===== src/rtl/wb_stage.sv =====
// Write-back stage: formats MEM/WB results, buffers them in a 2-entry skid
// FIFO and drives the register-file write port, ID/EX forwarding tap and
// retired-instruction counter.
module wb_stage #(
   parameter int unsigned SKID_DEPTH = 2,
   parameter int unsigned CNT_W      = 32
) (
   input  logic             clk,
   input  logic             reset,
   input  logic             in_valid,
   output logic             in_ready,
   input  logic [4:0]       in_rd,
   input  logic             in_regwrite,
   input  logic             in_memtoreg,
   input  logic [31:0]      in_alu_result,
   input  logic [31:0]      in_mem_rdata,
   input  logic [1:0]       in_addr_lo,
   input  logic [1:0]       in_size,
   input  logic             in_unsigned,
   input  logic             rf_gnt,
   output logic             rf_we,
   output logic [4:0]       rf_waddr,
   output logic [31:0]      rf_wdata,
   output logic             fwd_valid,
   output logic [4:0]       fwd_rd,
   output logic [31:0]      fwd_data,
   output logic             align_err,
   output logic [CNT_W-1:0] retire_count
);

   localparam int unsigned DATA_W = 32;
   localparam int unsigned REG_W  = 5;

   typedef struct packed {
      logic              wr;
      logic [REG_W-1:0]  rd;
      logic [DATA_W-1:0] data;
   } entry_t;

   typedef enum logic [1:0] {
      EMPTY = 2'd0,
      ONE   = 2'd1,
      FULL  = 2'd2
   } state_t;

   // Only a depth of two is implemented (1-bit pointers, 3-state occupancy).
   if (SKID_DEPTH != 2) begin : g_bad_depth
      $error("wb_stage: SKID_DEPTH must be 2");
   end

   state_t            state_q, state_d;
   entry_t            mem_q [2];
   logic              head_q, tail_q;
   logic              head_valid;
   entry_t            head;
   entry_t            fmt_entry;
   logic              fmt_aligned;
   logic [7:0]        byte_sel;
   logic [15:0]       half_sel;
   logic [DATA_W-1:0] load_data;
   logic              push, pop;

   // Load lane select, extension and alignment check on the incoming entry.
   always_comb begin
      fmt_entry   = '0;
      fmt_aligned = 1'b1;
      load_data   = '0;
      byte_sel    = '0;
      case (in_addr_lo)
         2'd0:    byte_sel = in_mem_rdata[7:0];
         2'd1:    byte_sel = in_mem_rdata[15:8];
         2'd2:    byte_sel = in_mem_rdata[23:16];
         default: byte_sel = in_mem_rdata[31:24];
      endcase
      half_sel = in_addr_lo[1] ? in_mem_rdata[31:16] : in_mem_rdata[15:0];
      case (in_size)
         2'b00: load_data = in_unsigned ? {24'h0, byte_sel}
                                        : {{24{byte_sel[7]}}, byte_sel};
         2'b01: begin
            load_data   = in_unsigned ? {16'h0, half_sel}
                                      : {{16{half_sel[15]}}, half_sel};
            fmt_aligned = ~in_addr_lo[0];
         end
         default: begin
            load_data   = in_mem_rdata;
            fmt_aligned = (in_addr_lo == 2'b00);
         end
      endcase
      if (!in_memtoreg) begin
         fmt_aligned = 1'b1;
      end
      fmt_entry.data = in_memtoreg ? load_data : in_alu_result;
      fmt_entry.rd   = in_rd;
      fmt_entry.wr   = in_regwrite & (in_rd != 5'd0) & fmt_aligned;
   end

   // Handshake events: a non-writing head retires without a grant.
   assign push = in_valid & in_ready;
   assign pop  = head_valid & (~head.wr | rf_gnt);

   // Occupancy state register.
   always_ff @(posedge clk or negedge reset) begin
      if (!reset) state_q <= EMPTY;
      else        state_q <= state_d;
   end

   // Occupancy next state; simultaneous push and pop keeps the count.
   always_comb begin
      state_d = state_q;
      case (state_q)
         EMPTY:   if (push) state_d = ONE;
         ONE: begin
            if (push && !pop)      state_d = FULL;
            else if (pop && !push) state_d = EMPTY;
         end
         FULL:    if (pop) state_d = ONE;
         default: state_d = EMPTY;
      endcase
   end

   // Outputs decoded from the registered state and the FIFO head.
   always_comb begin
      in_ready   = (state_q != FULL);
      head_valid = (state_q != EMPTY);
      head       = mem_q[head_q];
      rf_we      = head_valid & head.wr;
      rf_waddr   = head_valid ? head.rd   : '0;
      rf_wdata   = head_valid ? head.data : '0;
      fwd_valid  = rf_we;
      fwd_rd     = rf_waddr;
      fwd_data   = rf_wdata;
   end

   // FIFO storage and pointers.
   always_ff @(posedge clk or negedge reset) begin
      if (!reset) begin
         mem_q[0] <= '0;
         mem_q[1] <= '0;
         head_q   <= 1'b0;
         tail_q   <= 1'b0;
      end else begin
         if (push) begin
            mem_q[tail_q] <= fmt_entry;
            tail_q        <= ~tail_q;
         end
         if (pop) begin
            head_q <= ~head_q;
         end
      end
   end

   // Misalignment pulse in the cycle after the push, and retire counter.
   always_ff @(posedge clk or negedge reset) begin
      if (!reset) begin
         align_err    <= 1'b0;
         retire_count <= '0;
      end else begin
         align_err <= push & in_memtoreg & ~fmt_aligned;
         if (pop) begin
            retire_count <= retire_count + CNT_W'(1);
         end
      end
   end

endmodule


===== config.mk =====
export PLATFORM = sky130hd
export DESIGN_NAME = wb_stage
export DESIGN_NICKNAME = d
export VERILOG_FILES = /design/src/rtl/wb_stage.sv
export SDC_FILE = /design/constraint.sdc
export NUM_CORES = 1
export LEC_CHECK = 0
export CAP_MARGIN = 5
export CORE_MARGIN = 2
export CORE_UTILIZATION = 40
export DETAILED_ROUTE_END_ITERATION = 10
export GPL_TIMING_DRIVEN = 1
export PLACE_DENSITY = 0.73
export SLEW_MARGIN = 25
export SYNTH_ARGS = -nofsm -noshare
export SYNTH_HDL_FRONTEND = slang
export SYNTH_SLANG_ARGS = --single-unit

===== constraint.sdc =====
create_clock -name clk -period 1.79 [get_ports clk]
set_input_delay 0.4475 -clock clk [delete_from_list [all_inputs] [get_ports clk]]
set_output_delay 0.4475 -clock clk [all_outputs]
set_load 0.02 [all_outputs]

# Word level (Yosys, flattened, before mapping)
# Cells that the tools add are included.
# classes
addsub	1
magnitude_cmp	3
eq_ne	9
mux	21
bitwise_logic	15
reduce_logical	11
# op_table
operator	n
$mux 38	4
$mux 32	4
$bwmux 76	1
$pmux 32 s2	1
$demux 38 s1	1
$add 32x1->32 const B	1
$pmux 8 s3	1
$mux 16	1
$mux 2	4
$and 1x1->1	7
$eq 2x1->1 const B	3
$logic_not 2->1	3
$ne 2x2->1 const B	3
$pmux 2 s3	1
$mux 5	1
$not 1->1	5
$reduce_bool 5->1	1
$eq 2x2->1 const B	2
$ge 2x2->1 const B	2
$not 1->2	2
$logic_and 1x1->1	3
$ne 3x3->1 const B	1
$reduce_and 3->1	1
$logic_not 1->1	2
5 further kinds	5
# word_totals
ff_bits	113
inputBits	80
output_inout_bits	110
word_cells	71

# Depth between registers and ports, before layout
# Gate-level depths: netlist of run 1.
# logic_depth
ltp_word	11
mapped_depth	8
depth_no_buf	7

# Least setup slack after synthesis of run 1
# Ideal clock, no wire load.
# synth_timing
path_type	register to output
from	register head_q
to	output rf_wdata[12]
arrival_time_ps	1593
t_required_ps	1342
slack_ps	-250
path_stages_with_launch	7
path_buffers	4
cell_sequence	dfrtp_1 buf_6 buf_2 buf_2 mux2i_1 nor2_1 buf_4
# synth_between
elab_chain_cells	5
# synth_lines
item	line	text
start, declared	53	logic head_q, tail_q;
start signal, assigned	147	head_q <= ~head_q;
$not 1->2 (not written as such)	125	head = mem_q[head_q];
$mux 38 (not written as such) (3 in a row)	125	
$mux 32	128	rf_wdata = head_valid ? head.data : '0;
end, declared	23	output logic [31:0] rf_wdata,
# No other way between the ends. The select of a mux whose other input is x is not followed.

# Worst setup path after layout of run 1
# layout_timing
from	register head_q
to	output rf_wdata[27]
# Same word-level chain as after synthesis.

==> reports/results.txt, run 1 <==
Outcome: complete, but fails checks
Violated checks: setup timing
DRT iter0 DRCs: 387
Vias in the first global route: 5657
CTS Buf Count: 17
Largest fanout on the critical path: 7
Hold Path Stages: 1
Fmax: 451 MHz
Number of max-cap violations: 0
Clk buf depth: 2
Clk sinks: 113
Most common cell after layout, fill and taps aside: dfrtp_1
Area of the multi-input gates: 0.00367 mm2
Post-DR wirelength/cell: 19.3 um
Data arrival, critical path: 1770 ps
CP startpoint: head_q$_DFFE_PN0P_
Clock Latency Late Sink: 420 ps
Cell Area, Synth: 0.00634 mm2
Nets: 945
Register area share after synthesis: 0.446
Antenna-violating nets left: 0
Max transition margin: 0.633
P per Cell Area: 1810 mW/mm2
VDD IR max: 0.00114 V
Die height: 130 um
Crit share post-route: 1.24
First-pass GRT wire length: 30.5 mm
Slew @ Worst Pin: 550 ps
Total chip power: 19000 uW
Post-layout util: 0.667
R2r endpoint: retire_count[16]$_DFFE_PN0P_
RSZ-0062 raised after global routing: yes
Worst R2R Start: head_q$_DFFE_PN0P_
Syn-to-layout area delta: 64.9%
Clock transition at the registers of the reported paths: 60 ps
Pleak: 0.00475 uW
Core area: 0.0157 mm2
Clock root buffer: clkbuf_16
Antenna violations before repair: 0
FP Rows: 46
TritonCTS clock tree: yes
Routed vias/inst: 5.32
Final hold vios: 0
Crit-path most repeated cell: buf_4
Setup tns final: -26910 ps
# DRC: 0
Share of layout cells above drive strength 1: 0.454
Hold WC Path Type: reg2reg
Starting Density: 0.405
Overall routing resource usage: 0.236
Syn. warnings: 0
Fillers: 1192
Syn_area_per_cell: 10.3 um2
Pin count of the biggest net entering global routing: 49
Die area: 0.0169 mm2
IO Count: 190
Non-filler instance count after layout: 1091
Max stage delay on crit path: 460 ps
Setup crit start kind: flip-flop
Yosys cell types: 48
GRT overflow: 0
Worst Setup EP: rf_wdata[27]
Via count: 5800
Post-Route WL: 21.0 mm
Fin crit period: 2220 ps
CP endpoint kind: primary output
Cell total after placement: 1022
Die X: 130 um
Final WS setup: -425 ps
Required time worst endpoint: 1340 ps
Crit-path cells: buf_12, clkbuf_16, buf_4, mux2i_1, nor2_2, buf_4
Antenna Cells: 0
Synth Instances: 618
Crit Path Category: reg2out
Reg area: 0.00283 mm2
Final GP Congestion: 0.934
Max Transition Viols Final: 0
Skew final: 15.5 ps
Worst R2R Path Depth: 9
Slowest CP cell: dfrtp_2
DP HPWL: 14.3 mm
H-tree depth: 4
R2r setup slk: -310 ps
Syn nets: 700
Commonest non-fill, non-tap cells in the layout: 112 x dfrtp_1, 91 x buf_4, 74 x buf_6
DRT Pass-1 Iters: 9
# port buffers: 189
Final setup vio count: 102
Synthesis-stage register bit count: 113
[registers in the layout, indices dropped and copies added (netlist names)]
signal	cells
mem_q	76
state_q	2
tail_q	1
retire_count	32
align_err	1
head_q	1
[how the worst min path moves through the flow]
stage | from | end | slack [ps]
floorplan | reset | align_err$_DFF_PN0_ | 150
global placement | reset | retire_count[29]$_DFFE_PN0P_ | 340
detailed placement | reset | retire_count[29]$_DFFE_PN0P_ | 350
CTS | retire_count[31]$_DFFE_PN0P_ | retire_count[31]$_DFFE_PN0P_ | 460
global route | reset | retire_count[10]$_DFFE_PN0P_ | 490
finish | retire_count[31]$_DFFE_PN0P_ | retire_count[31]$_DFFE_PN0P_ | 460
[cells by family after synthesis]
group | count (synthesis) | share of synthesized area
compound gates | 102 | 0.106
xor+xnor | 33 | 0.0456
fa+ha+maj | 2 | 0.00395
buf+inv | 97 | 0.0861
flops | 113 | 0.446
mux | 110 | 0.188
simple gates | 161 | 0.124
[what timing repair did]
item | in CTS | in global routing
endpoints found under the hold margin | 17 | 0
gates resized for setup | 450 | 187
endpoints found under the setup margin | 200 | 158
pin swaps | 20 | 36
setup buffers | 10 | 33
gates cloned | 2 | 3
hold buffers | 1 | 0
[layout make-up]
| type | count | area share |
|---|---|---|
| multi-input cells | 409 | 0.351 |
| repair buffers | 300 | 0.287 |
| flip-flops and latches | 113 | 0.271 |
| clock buffers | 21 | 0.0441 |
| well taps | 216 | 0.0259 |
| clock inverters | 10 | 0.0129 |
| inverters | 22 | 0.00838 |
[worst max-delay path, delay by kind of cell (launching register included)]
family                 cells  cell delay (ps)
DFF                        1              460
muxes                      1              210
buffers and inverters      4              600
and+or+nand+nor            1               80
[layer usage]
layer  GRT usage  vias to the layer above  part of all wire
met3      0.0410                       27             0.043
met1       0.301                     2940              0.41
met5           0                        -                 0
li1            -                     2648                 -
met4      0.0715                        0             0.017
met2       0.411                      185              0.53
[power by group]
group	leakage, uW	total, uW	internal (uW)	switching (uW)
Combinational	0.00307	11200	5820	5350
Clock	0.000293	3420	2250	1180
Sequential	0.00139	4370	3530	840
[stage by stage]
step,setup slack [ps],hold WS [ps],instance area (um2)
floorplan,-48.8,152,6460
global placement,-722,343,8820
detailed placement,-816,352,8820
CTS,-434,464,9720
global route,-493,485,10400
finish,-425,457,10400
[Yosys cell counts, drive strengths merged]
cell type / instances / area share
or3b: 1 / 0.0014
inv: 21 / 0.013
clkbuf: 17 / 0.010
xor2: 12 / 0.017
mux2: 63 / 0.11
a222oi: 8 / 0.013
clkinv: 1 / 0.00059
and4b: 1 / 0.0016
nor2: 83 / 0.050
o31ai: 1 / 0.0012
and2: 1 / 0.00099
nand2b: 14 / 0.014
nand2: 18 / 0.011
and4: 3 / 0.0041
o22a: 2 / 0.0030
and3: 3 / 0.0030
mux2i: 47 / 0.076
nand4: 9 / 0.0099
a22o: 9 / 0.012
or3: 3 / 0.0030
a21oi: 33 / 0.026
o211ai: 6 / 0.0071
nor2b: 2 / 0.0020
o21ai: 3 / 0.0030
xnor2: 21 / 0.029
nand3: 12 / 0.010
nor3: 8 / 0.0071
o22ai: 25 / 0.026
o311a: 1 / 0.0016
nor4: 3 / 0.0063
a31oi: 14 / 0.014
ha: 2 / 0.0039
buf: 58 / 0.063
dfrtp: 113 / 0.45
Power figures use the tool's default switching activity.
==> run 2, diff against run 1 <==
--- a/config.mk
+++ b/config.mk
@@ -9,7 +9,7 @@
 export CORE_MARGIN = 2
 export CORE_UTILIZATION = 40
 export DETAILED_ROUTE_END_ITERATION = 10
-export GPL_TIMING_DRIVEN = 1
+export GPL_ROUTABILITY_DRIVEN = 0
 export PLACE_DENSITY = 0.73
 export SLEW_MARGIN = 25
 export SYNTH_ARGS = -nofsm -noshare
==> run 2 against run 1 <==
The flow still finishes with violations (setup timing). Count of clock-buffer cells in the layout stayed put. Register-to-register slack better by 130 ps. Largest cell class unchanged. Critical path type unchanged. Fmax increased by 3.8%. Combinational power about the same. Critical path depth fell by 1. Cell area down 0.44%. Power decreased by 0.36%. Utilization decreased by 0.30 points. Cell count increased by 0.27%. Global-route usage down 0.67 points. Clock power grew 4%. Hold slack lost 350 ps.
==> reports/results.txt, run 2 (synthesized netlist as in run 1, its figures left out) <==
Most common cell after layout, fill and taps aside: dfrtp_1
Share of layout cells above drive strength 1: 0.445 (-0.00838)
Commonest non-fill, non-tap cells in the layout: 112 x dfrtp_1, 94 x buf_4, 69 x buf_6, 69 x clkdlybuf4s50_1, 59 x mux2_2
Clock Latency Late Sink: 410 ps (about the same)
TritonCTS clock tree: yes
Worst Path Buf+Inv: 3 (-1)
Crit Path Category: reg2out
Setup crit start kind: flip-flop
DRT iter0 DRCs: 386 (-0.26%)
Antenna-violating nets left: 0 (unchanged)
Pin count of the biggest net entering global routing: 114 (+130%)
Setup tns final: -21590 ps (+5320 ps)
P per Cell Area: 1820 mW/mm2 (about the same)
VDD IR max: 0.00105 V (-7.8%)
Required time worst endpoint: 1340 ps (about the same)
Biggest register: mem_q
Via count: 5794 (-0.10%)
R2r setup slk: -180 ps (+130 ps)
RSZ-0062 raised after global routing: yes
Vias in the first global route: 5868 (+3.7%)
Fmax: 469 MHz (+3.8%)
Worst R2R Path Depth: 10 (+1)
Die height: 130 um (unchanged)
Clock root buffer: clkbuf_16
Post-layout util: 0.664 (-0.00296)
Antenna Cells: 0 (unchanged)
Max stage delay on crit path: 470 ps (about the same)
DRT Pass-1 Iters: 6 (-3)
Antenna violations before repair: 0 (unchanged)
Crit-path most repeated cell: buf_4
CP endpoint kind: primary output
Cell total after placement: 1019 (-0.29%)
Biggest regs: mem_q: 76 flops, retire_count: 32 flops, state_q: 2 flops
Die X: 130 um (unchanged)
Hold_buf cts: 0 (-1)
Non-filler instance count after layout: 1094 (+0.27%)
Pleak: 0.00476 uW (about the same)
Overall routing resource usage: 0.229 (-0.00671)
Routed vias/inst: 5.30 (-0.38%)
IO Count: 190 (unchanged)
Post-Route WL: 20.1 mm (-4.4%)
Design Area, Final: 0.0104 mm2 (-0.44%)
Number of max-cap violations: 0 (unchanged)
Max transition margin: 0.595 (-0.0380)
Hold WC Path Type: in2async
Worst R2R Start: head_q$_DFFE_PN0P_
Slew @ Worst Pin: 607 ps (+57.7 ps)
Final hold vios: 0 (unchanged)
Final setup vio count: 101 (-0.98%)
Crit-path cells: buf_4, buf_12, mux2i_4, nor2_2, buf_4
Placed cell areas: 0.00879 mm2 (-0.26%)
Clock transition at the registers of the reported paths: 60 ps (about the same)
# DRC: 0 (unchanged)
FP Rows: 46 (unchanged)
Clk buf depth: 2 (unchanged)
Syn-to-layout area delta: 64.1%
Starting Density: 0.405 (unchanged)
Core area: 0.0157 mm2 (unchanged)
Violated checks: setup timing
Data arrival, critical path: 1690 ps (-80 ps)
# port buffers: 189 (unchanged)
Slowest CP cell: dfrtp_2
Skew final: 6.74 ps (-8.79 ps)
H-tree depth: 4 (unchanged)
Clk sinks: 113 (unchanged)
Outcome: complete, but fails checks
Largest register FFs: 76 (unchanged)
Nets: 947 (+0.21%)
Final WS setup: -344 ps (+81.5 ps)
R2r endpoint: state_q[1]$_DFFE_PN0P_
Largest fanout on the critical path: 5 (-2)
DP HPWL: 13.7 mm (-4.2%)
GRT overflow: 0 (unchanged)
First-pass GRT wire length: 30.0 mm (-1.8%)
Hold_ws: 103 ps (-354 ps)
Crit path max-delay family: buffers and inverters
CTS Buf Count: 17 (unchanged)
Crit share post-route: 1.19 (-0.0455)
Die area: 0.0169 mm2 (unchanged)
Max Transition Viols Final: 0 (unchanged)
Post-DR wirelength/cell: 18.4 um (-4.7%)
Fin crit period: 2130 ps (-81.5 ps)
==> run 2: worst max-delay path by stage <==
stage | start | end | cells past startpoint
final | head_q$_DFFE_PN0P_ | fwd_data[13] | 5
after global routing | head_q$_DFFE_PN0P_ | fwd_data[10] | 4
after CTS | head_q$_DFFE_PN0P_ | rf_wdata[9] | 4
after detailed placement | in_addr_lo[1] | mem_q[10]$_DFFE_PN0P_ | 8
after global placement | in_addr_lo[1] | mem_q[10]$_DFFE_PN0P_ | 8
after floorplan | state_q[1]$_DFFE_PN0P_ | rf_wdata[1] | 4
==> run 2: power by group <==
group          switching [uW]  leakage (uW)  internal [uW]
Combinational            5250       0.00306           5740
Sequential                821       0.00139           3530
Clock                    1170      0.000303           2390
==> run 2: metrics by stage <==
| stage | setup slack (ps) | power, uW |
|---|---|---|
| floorplan | -48.8 | 9750 |
| CTS | -381 | 17300 |
| global route | -382 | 19800 |
| detailed placement | -736 | 13100 |
| finish | -344 | 18900 |
| global placement | -641 | 12900 |
==> run 2: layout make-up <==
type,count,area [um2]
multi-input cells,409,3640
fillers,1210,5250
well taps,216,270
clock inverters,11,160
repair buffers,302,2960
clock buffers,21,460
inverters,22,87.6
flip-flops and latches,113,2830
==> run 2: routing by layer <==
layer  track usage  wire, um  vias to the layer above
met3        0.0476      1040                       62
met5             0         0                        -
li1              -         -                     2654
met4         0.106       804                        0
met2         0.384     10100                      222
met1         0.285      8190                     2856
==> run 2: repair_timing <==
item	4_1_cts	5_1_grt
resized for setup	441	155
setup buffers	18	22
hold endpoints to repair	0	0
pin swaps	10	28
gates cloned	2	2
setup endpoints to repair	186	163
==> run 3, diff against run 2 <==
--- a/config.mk
+++ b/config.mk
@@ -5,12 +5,13 @@
 export SDC_FILE = /design/constraint.sdc
 export NUM_CORES = 1
 export LEC_CHECK = 0
+export ABC_CLOCK_PERIOD_IN_PS = 2400
 export CAP_MARGIN = 5
-export CORE_MARGIN = 2
+export CORE_MARGIN = 3
 export CORE_UTILIZATION = 40
 export DETAILED_ROUTE_END_ITERATION = 10
 export GPL_ROUTABILITY_DRIVEN = 0
-export PLACE_DENSITY = 0.73
+export PLACE_DENSITY = 0.71
 export SLEW_MARGIN = 25
 export SYNTH_ARGS = -nofsm -noshare
 export SYNTH_HDL_FRONTEND = slang
==> constraint.sdc (replaced) <==
create_clock -name clk -period 2.4 [get_ports clk]
set_input_delay 0.6 -clock clk [delete_from_list [all_inputs] [get_ports clk]]
set_output_delay 0.6 -clock clk [all_outputs]
set_load 0.02 [all_outputs]
==> run 3 against run 2 <==
The flow now finishes without violations. Via count fell by 6.3%. Power down 42%. Utilization down 8.3 points. Die area rose by 3.1%. First-iteration DRC count grew 3.9%. Setup slack better by 360 ps. Cell count shrank 7.7%. Critical path depth decreased by 1. Routed wire length shrank 9.9%. Sequential cell count unchanged. Critical path type unchanged. Critical endpoint is now fwd_data[14]. Highest routed layer unchanged.
==> reports/results.txt, run 3 (synthesized netlist as in run 1, its figures left out) <==
Hold_buf cts: 0 (unchanged)
Die area: 0.0174 mm2 (+3.1%)
Post-DR wirelength/cell: 18.0 um (-2.4%)
Antenna-violating nets left: 0 (unchanged)
Fmax: 420 MHz
R2r endpoint: retire_count[14]$_DFFE_PN0P_
P per Cell Area: 1230 mW/mm2 (-32%)
Max Transition Viols Final: 0 (unchanged)
Starting Density: 0.412 (+0.00748)
Overall routing resource usage: 0.207 (-0.0218)
Max transition margin: 0.547 (-0.0483)
Fillers: 1308 (+8.1%)
Core area: 0.0154 mm2 (-1.8%)
Biggest register: mem_q
DRT Pass-1 Iters: 8 (+2)
H-tree depth: 4 (unchanged)
Final setup vio count: 0 (-100%)
Syn-to-layout area delta: 41.0%
Area of the multi-input gates: 0.00299 mm2 (-18%)
Die height: 132 um (+1.5%)
R2r setup slk: 370 ps (+550 ps)
First-pass GRT wire length: 29.2 mm (-2.6%)
Most common cell after layout, fill and taps aside: dfrtp_1
Switching power: 4350 uW (-40%)
Clk buf depth: 2 (unchanged)
# port buffers: 189 (unchanged)
Commonest non-fill, non-tap cells in the layout: 112 x dfrtp_1, 111 x clkdlybuf4s50_1, 81 x nor2_1
Clock transition at the registers of the reported paths: 50 ps (about the same)
Worst R2R Path Depth: 7 (-3)
Largest register FFs: 76 (unchanged)
Pleak: 0.00410 uW (-14%)
Routed vias/inst: 5.38 (+1.5%)
DP HPWL: 13.6 mm (-0.85%)
Fin crit period: 2380 ps
Final hold vios: 0 (unchanged)
Largest fanout on the critical path: 18 (+13)
Post-Route WL: 18.1 mm (-9.9%)
Placed cell areas: 0.00847 mm2 (-3.7%)
Antenna Cells: 0 (unchanged)
Data arrival, critical path: 1780 ps (+90 ps)
CTS Buf Count: 17 (unchanged)
Worst R2R Start: head_q$_DFFE_PN0P_
Power Internal: 6680 uW (-43%)
DRT iter0 DRCs: 401 (+3.9%)
Setup crit start kind: flip-flop
Non-filler instance count after layout: 1010 (-7.7%)
# DRC: 0 (unchanged)
CP startpoint: head_q$_DFFE_PN0P_
Combinational share of power: 0.499 (-0.083)
Vias in the first global route: 5556 (-5.3%)
GRT overflow: 0 (unchanged)
Clock root buffer: clkbuf_16
IO Count: 190 (unchanged)
TritonCTS clock tree: yes
Outcome: finished, final reports clean
Total chip power: 11000 uW (-42%)
Via count: 5431 (-6.3%)
Crit Path Category: reg2out
Clk sinks: 113 (unchanged)
Die X: 132 um (+1.5%)
Clk pwr share: 0.221 (+0.033)
Sequential Power Share: 0.280 (+0.050)
Biggest regs: mem_q: 76 flops, retire_count: 32 flops, state_q: 2 flops
Share of layout cells above drive strength 1: 0.190 (-0.255)
Clock Latency Late Sink: 410 ps (about the same)
Number of max-cap violations: 0 (unchanged)
Nets: 869 (-8.2%)
Reg area: 0.00283 mm2 (unchanged)
Crit share post-route: 0.992
VDD IR max: 0.000725 V (-31%)
FP Rows: 45 (-2.2%)
Design Area, Final: 0.00893 mm2 (-14%)
Required time worst endpoint: 1800 ps (+460 ps)
Antenna violations before repair: 0 (unchanged)
Slew @ Worst Pin: 679 ps (+71.1 ps)
Sw frac: 0.395 (+0.0118)
Pin count of the biggest net entering global routing: 51 (-55%)
RSZ-0062 raised after global routing: yes
Cell total after placement: 979 (-3.9%)
Skew final: 9.03 ps (+2.29 ps)
CP endpoint kind: primary output
Hold WC Path Type: in2async
==> run 3: worst max-delay path: stages (launching register included) <==
cell             delay [ps]
dfrtp_2                 470
buf_12                  190
mux2i_1                 130
nor2_1                  220
clkdlybuf4s15_1         350
==> run 3: final cells by class <==
type | instances | share of cell area
clock buffers | 25 | 0.0555
clock inverters | 6 | 0.00896
inverters | 22 | 0.00952
multi-input cells | 408 | 0.335
flip-flops and latches | 113 | 0.317
well taps | 211 | 0.0296
repair buffers | 225 | 0.245
==> run 3: power groups by stage <==
stage	clock [uW]	sequential [uW]	combinational, uW
floorplan	0	3030	4000
global placement	0	3060	6070
detailed placement	0	3120	6180
CTS	2480	3090	5580
global route	2570	3180	5890
finish	2440	3090	5510
==> run 3: how the worst max path moves through the flow <==
stage                                        to  slack (ps)  cells after the start
after floorplan                    rf_wdata[12]         210                      6
after global placement     mem_q[9]$_DFFE_PN0P_        -200                      7
after detailed placement  mem_q[13]$_DFFE_PN0P_        -260                      7
after CTS                          rf_wdata[14]           2                      4
after global routing               rf_wdata[12]         -20                      4
final                              fwd_data[14]          20                      4
==> run 3: metrics by stage <==
stage / TNS (ps) / util / setup slack [ps] / hold slack [ps]
floorplan: 0 / - / 207 / 304
global placement: -5660 / 0.551 / -200 / 460
detailed placement: -9650 / 0.551 / -259 / 469
CTS: 0 / 0.582 / 2.24 / 150
global route: -81.9 / 0.581 / -20.7 / 173
finish: 0 / 0.581 / 20.2 / 148
==> run 3: metal layers <==
metal  global-route usage  vias up  wire, um
met5                    0        -         0
met4               0.0823        0       478
met1                0.254     2680      7280
met3               0.0370       41       870
li1                     -     2493         -
met2                0.362      217      9500
==> run 3: repair_timing <==
item	CTS	global route
setup buffers	0	0
pin swaps	0	0
endpoints found under the setup margin	77	23
gates resized for setup	79	18
